===== src/rtl/craps_pkg.sv =====
// rtl/craps_pkg.sv - shared types, sizes and rule constants for the craps game block
package craps_pkg;

   // Game phase held in the rule state machine
   typedef enum logic [1:0] {
      COMEOUT = 2'd0,
      POINT   = 2'd1,
      WIN     = 2'd2,
      LOSE    = 2'd3
   } craps_state_t;

   // Default width of the sum/point registers; 4 bits hold 2..12
   localparam int DEF_SUM_W = 4;

   // Dice totals that decide a come-out roll
   localparam int SUM_TWO    = 2;
   localparam int SUM_THREE  = 3;
   localparam int SUM_SEVEN  = 7;
   localparam int SUM_ELEVEN = 11;
   localparam int SUM_TWELVE = 12;

   // A die face is usable only in 1..6; 0 and 7 flag a broken upstream counter
   function automatic logic is_valid_die(input logic [2:0] d);
      return (d != 3'd0) && (d != 3'd7);
   endfunction

endpackage


===== src/rtl/rise_edge_detect.sv =====
// rtl/rise_edge_detect.sv - registered rising-edge detector for a debounced level input
module rise_edge_detect (
   input  logic clock,
   input  logic reset,
   input  logic sig_i,
   output logic rise_o
);

   logic sig_q;

   // Remember last cycle's level so a held input produces a single rise
   always_ff @(posedge clock) begin
      if (reset) begin
         sig_q <= 1'b0;
      end else begin
         sig_q <= sig_i;
      end
   end

   assign rise_o = sig_i & ~sig_q;

endmodule


===== src/rtl/craps_game_fsm.sv =====
// rtl/craps_game_fsm.sv - craps rule state machine; CRAPS_SCORE_EN adds saturating win/loss counters
module craps_game_fsm
   import craps_pkg::*;
#(
   parameter int SUM_W = DEF_SUM_W,
   parameter int CNT_W = 8
) (
   input  logic             clock,
   input  logic             reset,
   input  logic             roll_btn,
   input  logic [2:0]       die_a,
   input  logic [2:0]       die_b,
   output logic [SUM_W-1:0] sum,
   output logic [SUM_W-1:0] point,
   output logic             win,
   output logic             lose,
   output logic             point_phase,
   output logic             bad_roll,
   output logic [CNT_W-1:0] win_count,
   output logic [CNT_W-1:0] loss_count
);

   craps_state_t     state_q, state_d;
   logic [SUM_W-1:0] sum_q, sum_d;
   logic [SUM_W-1:0] point_q, point_d;
   logic             bad_roll_q, bad_roll_d;

   logic             roll_edge;
   logic             dice_ok;
   logic             valid_roll;
   logic [SUM_W-1:0] roll_sum;

   rise_edge_detect u_roll_edge (
      .clock  (clock),
      .reset  (reset),
      .sig_i  (roll_btn),
      .rise_o (roll_edge)
   );

   assign dice_ok    = is_valid_die(die_a) && is_valid_die(die_b);
   assign valid_roll = roll_edge && dice_ok;
   assign roll_sum   = SUM_W'(die_a) + SUM_W'(die_b);

   // Rule evaluation: only a valid roll edge moves the game; bad dice just raise a flag
   always_comb begin
      state_d    = state_q;
      sum_d      = sum_q;
      point_d    = point_q;
      bad_roll_d = 1'b0;

      if (roll_edge && !dice_ok) begin
         bad_roll_d = 1'b1;
      end else if (valid_roll) begin
         sum_d = roll_sum;
         if (state_q == POINT) begin
            if (roll_sum == point_q) begin
               state_d = WIN;
               point_d = '0;
            end else if (roll_sum == SUM_W'(SUM_SEVEN)) begin
               state_d = LOSE;
               point_d = '0;
            end
         end else begin
            // COMEOUT, and a finished game whose next roll starts a fresh come-out
            if (roll_sum == SUM_W'(SUM_SEVEN) || roll_sum == SUM_W'(SUM_ELEVEN)) begin
               state_d = WIN;
               point_d = '0;
            end else if (roll_sum == SUM_W'(SUM_TWO) || roll_sum == SUM_W'(SUM_THREE) ||
                         roll_sum == SUM_W'(SUM_TWELVE)) begin
               state_d = LOSE;
               point_d = '0;
            end else begin
               state_d = POINT;
               point_d = roll_sum;
            end
         end
      end
   end

   // Game state and status registers
   always_ff @(posedge clock) begin
      if (reset) begin
         state_q    <= COMEOUT;
         sum_q      <= '0;
         point_q    <= '0;
         bad_roll_q <= 1'b0;
      end else begin
         state_q    <= state_d;
         sum_q      <= sum_d;
         point_q    <= point_d;
         bad_roll_q <= bad_roll_d;
      end
   end

   assign sum         = sum_q;
   assign point       = point_q;
   assign bad_roll    = bad_roll_q;
   assign win         = (state_q == WIN);
   assign lose        = (state_q == LOSE);
   assign point_phase = (state_q == POINT);

`ifdef CRAPS_SCORE_EN
   logic [CNT_W-1:0] win_count_q;
   logic [CNT_W-1:0] loss_count_q;
   logic             enter_win;
   logic             enter_lose;

   // Every valid roll that lands in WIN/LOSE ends a game, even if the previous game ended the same way
   assign enter_win  = valid_roll && (state_d == WIN);
   assign enter_lose = valid_roll && (state_d == LOSE);

   // Saturating game tallies
   always_ff @(posedge clock) begin
      if (reset) begin
         win_count_q  <= '0;
         loss_count_q <= '0;
      end else begin
         if (enter_win && (win_count_q != '1)) begin
            win_count_q <= win_count_q + 1'b1;
         end
         if (enter_lose && (loss_count_q != '1)) begin
            loss_count_q <= loss_count_q + 1'b1;
         end
      end
   end

   assign win_count  = win_count_q;
   assign loss_count = loss_count_q;
`else
   assign win_count  = '0;
   assign loss_count = '0;
`endif

endmodule

===== config.mk =====
export PLATFORM = sky130hd
export DESIGN_NAME = craps_game_fsm
export DESIGN_NICKNAME = d
export VERILOG_FILES = /design/src/rtl/craps_pkg.sv /design/src/rtl/rise_edge_detect.sv /design/src/rtl/craps_game_fsm.sv
export SDC_FILE = /design/constraint.sdc
export NUM_CORES = 1
export LEC_CHECK = 0
export CAP_MARGIN = 20
export CORE_AREA = 8 8 65 67
export DETAILED_ROUTE_END_ITERATION = 7
export DIE_AREA = 0 0 73 75
export PLACE_DENSITY = 0.67
export SYNTH_ARGS = -nofsm -noshare
export SYNTH_HDL_FRONTEND = slang
export SYNTH_SLANG_ARGS = --single-unit

===== constraint.sdc =====
create_clock -name clock -period 3.9 [get_ports clock]
set_clock_uncertainty 0.2 [all_clocks]
set_input_delay 0.975 -clock clock [delete_from_list [all_inputs] [get_ports clock]]
set_output_delay 0.975 -clock clock [all_outputs]
set_load 0.01 [all_outputs]

# After elaboration in Yosys (flattened, before gate mapping)
# Index checks and enable logic that the tools add are counted.
[totals] regBits=12 elab_cells=45
[classes] n_addsub=1 n_eq_ne=12 muxes=11 bitwise_logic=3 reduce_logical=13
[op_table] cell="$mux W4" n=5
[op_table] cell="$mux W2" n=5
[op_table] cell="$eq A4 B2 Y1 const B" n=2
[op_table] cell="$eq A4 B4 Y1 const B" n=2
[op_table] cell="$ne A3 B3 Y1 const B" n=2
[op_table] cell="$reduce_bool A3 Y1" n=2
[op_table] cell="$logic_and A1 B1 Y1" n=5
[op_table] cell="$add A3 B3 Y4" n=1
[op_table] cell="$eq A2 B2 Y1 const B" n=2
[op_table] cell="$eq A4 B3 Y1 const B" n=1
[op_table] cell="$eq A4 B4 Y1" n=1
[op_table] cell="$logic_or A1 B1 Y1" n=3
[op_table] cell="$ne A3 B1 Y1 const B" n=1
[op_table] cell="$reduce_and A3 Y1" n=1
[op_table] cell="$eq A2 B1 Y1 const B" n=1
[op_table] cell="$not A1 Y1" n=2
[op_table] cell="$reduce_and A2 Y1" n=1
[op_table] cell="$and A1 B1 Y1" n=1
[op_table] cell="$logic_not A1 Y1" n=1
[op_table] cell="$mux W1" n=1

# Depth between registers and ports, before layout
[logic_depth] depth_word=7 ltp_mapped=9 depth_no_buf=7

# Modules after synthesis
# A second synthesis with hierarchy kept.
[hier_totals] hier_cells=131 hier_area_um2=1134.8
[modules_own_cells] mod="craps_game_fsm" instances=1 cells_per_inst=128 area_each_um2=1087.3 seq_area_each_um2=220.2
[modules_own_cells] mod="rise_edge_detect" instances=1 cells_per_inst=3 area_each_um2=47.5 seq_area_each_um2=20.0

# Worst setup path after synthesis
# Ideal clock, no wire load.
[synth_path] path_kind="input to register" startpoint="in die_a[0]" endpoint="reg state_q[1]" setup_time_ps=115 t_arrival_ps=2832 required_time_ps=3585 slack_ps=754 cell_stages=9 n_path_buf=2 cell_sequence="ha_1 > fa_1 > buf_8 > xnor2_1 > and3_4 > and3_4 > o31a_1 > buf_6 > a21o_2"
[synth_between] elab_chain_len=7 elab_cells_between_ends=24 cone_classes="add/sub: 1; eq/ne: 8; mux: 4; bitwise: 1; reduce/logical: 10"
[synth_lines] item="start, declared" line="craps_game_fsm.sv:11" text="input logic [2:0] die_a,"
[synth_lines] item="$add A3 B3 Y4 *" line="craps_game_fsm.sv:42" text="assign roll_sum = SUM_W'(die_a) + SUM_W'(die_b);"
[synth_lines] item="net roll_sum[1]" line="craps_game_fsm.sv:31" text="logic [SUM_W-1:0] roll_sum;"
[synth_lines] item="$eq A4 B2 Y1" line="craps_game_fsm.sv:68" text="end else if (roll_sum == SUM_W'(SUM_TWO) || roll_sum == SUM_W'(SUM_THREE) ||"
[synth_lines] item="$logic_or A1 B1 Y1 (2 in series)" line="craps_game_fsm.sv:68"
[synth_lines] item="$mux W2" line="craps_game_fsm.sv:68"
[synth_lines] item="$mux W2" line="craps_game_fsm.sv:65" text="if (roll_sum == SUM_W'(SUM_SEVEN) || roll_sum == SUM_W'(SUM_ELEVEN)) begin"
[synth_lines] item="$mux W2" line="craps_game_fsm.sv:55" text="if (state_q == POINT) begin"
[synth_lines] item="end signal, assigned" line="craps_game_fsm.sv:88" text="state_q <= state_d;"
[synth_lines] item="end, declared" line="craps_game_fsm.sv:23" text="craps_state_t state_q, state_d;"
# The timed path passes the listed nets; every way through them passes the cells marked *.
# A chain may end at the register's enable or synchronous reset.

# Worst setup path after layout
[layout_path] startpoint="in die_a[0]" endpoint="reg state_q[1]"
[layout_between] elab_chain_len=7 elab_cells_between_ends=24 cone_classes="add/sub: 1; eq/ne: 8; mux: 4; bitwise: 1; reduce/logical: 10"
[layout_lines] item="$add A3 B3 Y4 (tied with other cells)" line="craps_game_fsm.sv:42"
[layout_lines] item="$eq A4 B2 Y1 or $logic_and A1 B1 Y1 (tied branches)" line="craps_game_fsm.sv:68, craps_pkg.sv:24"
[layout_lines] item="$logic_or A1 B1 Y1 or $logic_and A1 B1 Y1 (tied branches)" line="craps_game_fsm.sv:68, craps_game_fsm.sv:40"
[layout_lines] item="$logic_or A1 B1 Y1 or $logic_not A1 Y1 (tied branches)" line="craps_game_fsm.sv:68, craps_game_fsm.sv:51"
[layout_lines] item="$mux W2 or $logic_and A1 B1 Y1 (tied branches)" line="craps_game_fsm.sv:68, craps_game_fsm.sv:51"
[layout_lines] item="$mux W2 or $not A1 Y1 (tied branches)"
[layout_lines] item="$mux W2 or $reduce_and A3 Y1 (tied branches)"
# Parallel ways exist; a longest one is shown, timed or not.

==> out/qor.tcl <==
set qor(status) {complete, no violations}
set qor(drt_drc_violations_left) 0
set qor(stdcell_area_sq_mm) 0.00111
set qor(post_synth_inst_count) 104
set qor(dpl-instance-area_sq_mm) 0.00109
set qor(hold_path.class) {flip-flop to flip-flop}
set qor(period_share_pct) 86.3
set qor(cts.repair_timing.setup_buffer_count) 0
set qor(share_of_cells_above_drive_strength_1_pct) 8.13
set qor(ff2ff_path_depth) 5
set qor(grt.overflow.total) 0
set qor(routabilityCongestion) 0.810
set qor(worst-endpoint-arrival_ns) 3.33
set qor(ff_to_ff_setup_slack_ns) 1.86
set qor(critical_path.max_fanout) 5
set qor(worst_hold_endpoint) {point[2]$_SDFFE_PP0P_}
set qor(wl_met2_mm) 1.02
set qor(layout_commonest_cell) {sky130_fd_sc_hd__clkdlybuf4s50_1}
set qor(grt_pass1_wl_mm) 3.11
set qor(cts.reportedPaths.clkPinSlew_ns) 0.07
set qor(reg_to_reg_startpoint) {point[2]$_SDFFE_PP0P_}
set qor(worstSetupStartpointType) {input port}
set qor(syn_area_per_cell_sq_um) 8.96
set qor(ant_nets) 0
set qor(total_negative_setup_slack_ns) 0
set qor(ys_ff_latch) 12
set qor(routed_wire_length_per_instance_um) 11.6
set qor(ys_types) 35
set qor(core-area_sq_mm) 0.00323
set qor(postSynth.topFlopCell) {sky130_fd_sc_hd__dfxtp_1}
set qor(detailroute.via_count) 727
set qor(leakagePower_nw) 0.464
set qor(synth_enable_flop_cells) 0
set qor(areaGrowthSynthToFinish_pct) 19.2
set qor(fp.dieArea_sq_mm) 0.00548
set qor(routed_wirelength_mm) 1.97
set qor(drt_first_iter_violations) 29
set qor(required_time_of_the_worst_setup_path_ns) 3.86
set qor(clockRootBuffer) {sky130_fd_sc_hd__clkbuf_4}
set qor(yosysSeqAreaShare_pct) 25.8
set qor(grt_max_degree) 11
set qor(cts_tree) {built}
set qor(io_buffer_count) 20
set qor(mostFrequentLayoutCells) {20 x sky130_fd_sc_hd__clkdlybuf4s50_1, 16 x sky130_fd_sc_hd__conb_1, 12 x sky130_fd_sc_hd__dfxtp_1}
set qor(route.layer.met1.wl_um) 804
set qor(p_per_area_mw_per_mm2) 299
set qor(worst_hold_startpoint) {point[2]$_SDFFE_PP0P_}
set qor(num-nets-final) 138
set qor(die_width_um) 73
set qor(dp_hpwl_mm) 1.66
set qor(hold_violations) 0
set qor(crit_reg_reg_endpoint) {state_q[1]$_SDFFE_PP0P_}
set qor(routed_length_on_met3_um) 131
set qor(synthArstFlopShare_pct) 0
set qor(highest_ir_drop_seen_on_vdd_mv) 0.116
set qor(yosys_warnings) 0
set qor(initial_utilization_pct) 28.8
set qor(clk_buf_depth) 2
set qor(cts-buffers-inserted) 3
set qor(dieHeight_um) 75
set qor(placementRows) 21
set qor(num_antenna_cells) 0
set qor(setup-violations-final) 0
set qor(h-tree-depth) 1
set qor(post_synthesis_cell_type_with_the_largest_combined_area) {sky130_fd_sc_hd__dfxtp_1}
set qor(first_global_vias) 724
set qor(mappedNetlistArea_sq_um) 932
set qor(cts-hold-fix-buffers) 0
set qor(netlist_top_cells_area) {sky130_fd_sc_hd__dfxtp_1 26%, sky130_fd_sc_hd__buf_4 13%, sky130_fd_sc_hd__mux2i_1 9.7%, sky130_fd_sc_hd__ha_1 4.0%, sky130_fd_sc_hd__buf_6 3.6%}
set qor(vias_per_cell) 4.30
set qor(synth.top_cell.area_share_pct) 25.8
set qor(design.portCount) 37
set qor(final-max-slew-violation-count) 0
set qor(max_cap_violations) 0
set qor(number_of_antenna_violations_at_the_first_check_in_global_routing) 0
set qor(count_of_cells_resized_by_post_cts_repair) 0
set qor(final.min_clock_period_ns) 3.37
set qor(number_of_inserted_filler_cells_in_the_final_layout) 331
set qor(first_pass_iters) 4
set qor(type_of_destination_of_the_critical_path) {flip-flop}
set qor(final-seq-area_sq_um) 240
set qor(highest_layer) {met4}
set qor(multi_input_area_sq_um) 568
set qor(hold_path_depth) 2
set qor(grt_setup_unrepaired) {no}
set qor(clk_latency_ns) 0.26
set qor(cts.sink_count) 12
set qor(fmax_mhz) 297
set qor(overall_global_routing_usage_pct) 7.11
set qor(critical_path_class) {input port to flip-flop}
-- critical path, stage by stage --
cell and delay (ns):
sky130_fd_sc_hd__clkdlybuf4s50_1 0.45, sky130_fd_sc_hd__ha_1 0.25, sky130_fd_sc_hd__fa_1 0.46, sky130_fd_sc_hd__xnor3_1 0.25, sky130_fd_sc_hd__and3_4 0.17, sky130_fd_sc_hd__and3_4 0.17
sky130_fd_sc_hd__o31a_1 0.37, sky130_fd_sc_hd__a21o_2 0.22
-- through the flow --
stage / utilization (%) / hold slack [ns] / worst slack [ns] / instances / total power [W]
after floorplan: - / 0.273 / 0.754 / 119 / 0.000243
after global placement: 33.7 / 0.275 / 0.317 / 166 / 0.000262
after detailed placement: 33.7 / 0.283 / 0.270 / 166 / 0.000265
after CTS: 34.4 / 0.293 / 0.539 / 169 / 0.000337
after global routing: 34.4 / 0.314 / 0.433 / 169 / 0.000355
final: 34.4 / 0.282 / 0.533 / 169 / 0.000333
-- synth_stat cells, types with 2 or more instances --
library cell and n:
sky130_fd_sc_hd__buf_4 16, sky130_fd_sc_hd__dfxtp_1 12, sky130_fd_sc_hd__mux2i_1 9, sky130_fd_sc_hd__nand2_1 8, sky130_fd_sc_hd__nor2_1 6, sky130_fd_sc_hd__nand3_1 4
sky130_fd_sc_hd__nand4_1 4, sky130_fd_sc_hd__a21oi_1 3, sky130_fd_sc_hd__buf_6 3, sky130_fd_sc_hd__ha_1 3, sky130_fd_sc_hd__nand2b_1 3, sky130_fd_sc_hd__nor3_1 3
sky130_fd_sc_hd__xor2_1 3, sky130_fd_sc_hd__a21o_2 2, sky130_fd_sc_hd__and3_4 2, sky130_fd_sc_hd__inv_1 2, sky130_fd_sc_hd__nor2b_1 2, sky130_fd_sc_hd__xnor2_1 2
-- state kept, by name, indices dropped and copies added, names as in the netlist --
signal and flops:
point 4, sum 4, state_q 2, bad_roll 1
u_roll_edge.sig_q 1
-- worst max-delay path by stage --
stage | start | endpoint | cells after the start
after CTS | die_a[0] | state_q[1]$_SDFFE_PP0P_ | 8
after floorplan | die_a[0] | state_q[1]$_SDFFE_PP0P_ | 9
final | die_a[0] | state_q[1]$_SDFFE_PP0P_ | 8
after global placement | die_a[0] | state_q[1]$_SDFFE_PP0P_ | 8
after global routing | die_a[0] | state_q[1]$_SDFFE_PP0P_ | 8
after detailed placement | die_a[0] | state_q[1]$_SDFFE_PP0P_ | 8
-- cells by family after synthesis --
logic type,Yosys count,share of synthesized area (%)
AOI/OAI and AO/OA,11,8.59
and+or+nand+nor,38,23.0
other,1,0.402
muxes,9,9.66
adders and majority gates,4,6.18
DFF,12,25.8
xor gates and xnor gates,6,7.11
buffers and inverters,23,19.3
-- layout make-up --
type | instances | area share [%]
Timing Repair Buffer | 22 | 19.4
Sequential cell | 12 | 21.6
Clock buffer | 3 | 2.03
Inverter | 2 | 0.676
Multi-Input combinational cell | 84 | 51.1
Tap cell | 46 | 5.18
-- per-layer routing --
metal | track usage [%] | vias up
met4 | 2.89 | 0
li1 | - | 367
met3 | 2.13 | 2
met1 | 7.04 | 334
met2 | 13.5 | 24
met5 | 0 | -
-- power breakdown --
part	internal, W	total, W	leakage (nW)	switching, W
registers	0.000131	0.000137	0.0980	0.00000587
logic	0.0000597	0.000126	0.352	0.0000660
clock network	0.0000356	0.0000702	0.0138	0.0000346
No activity file was read; power rests on OpenSTA's default activity.
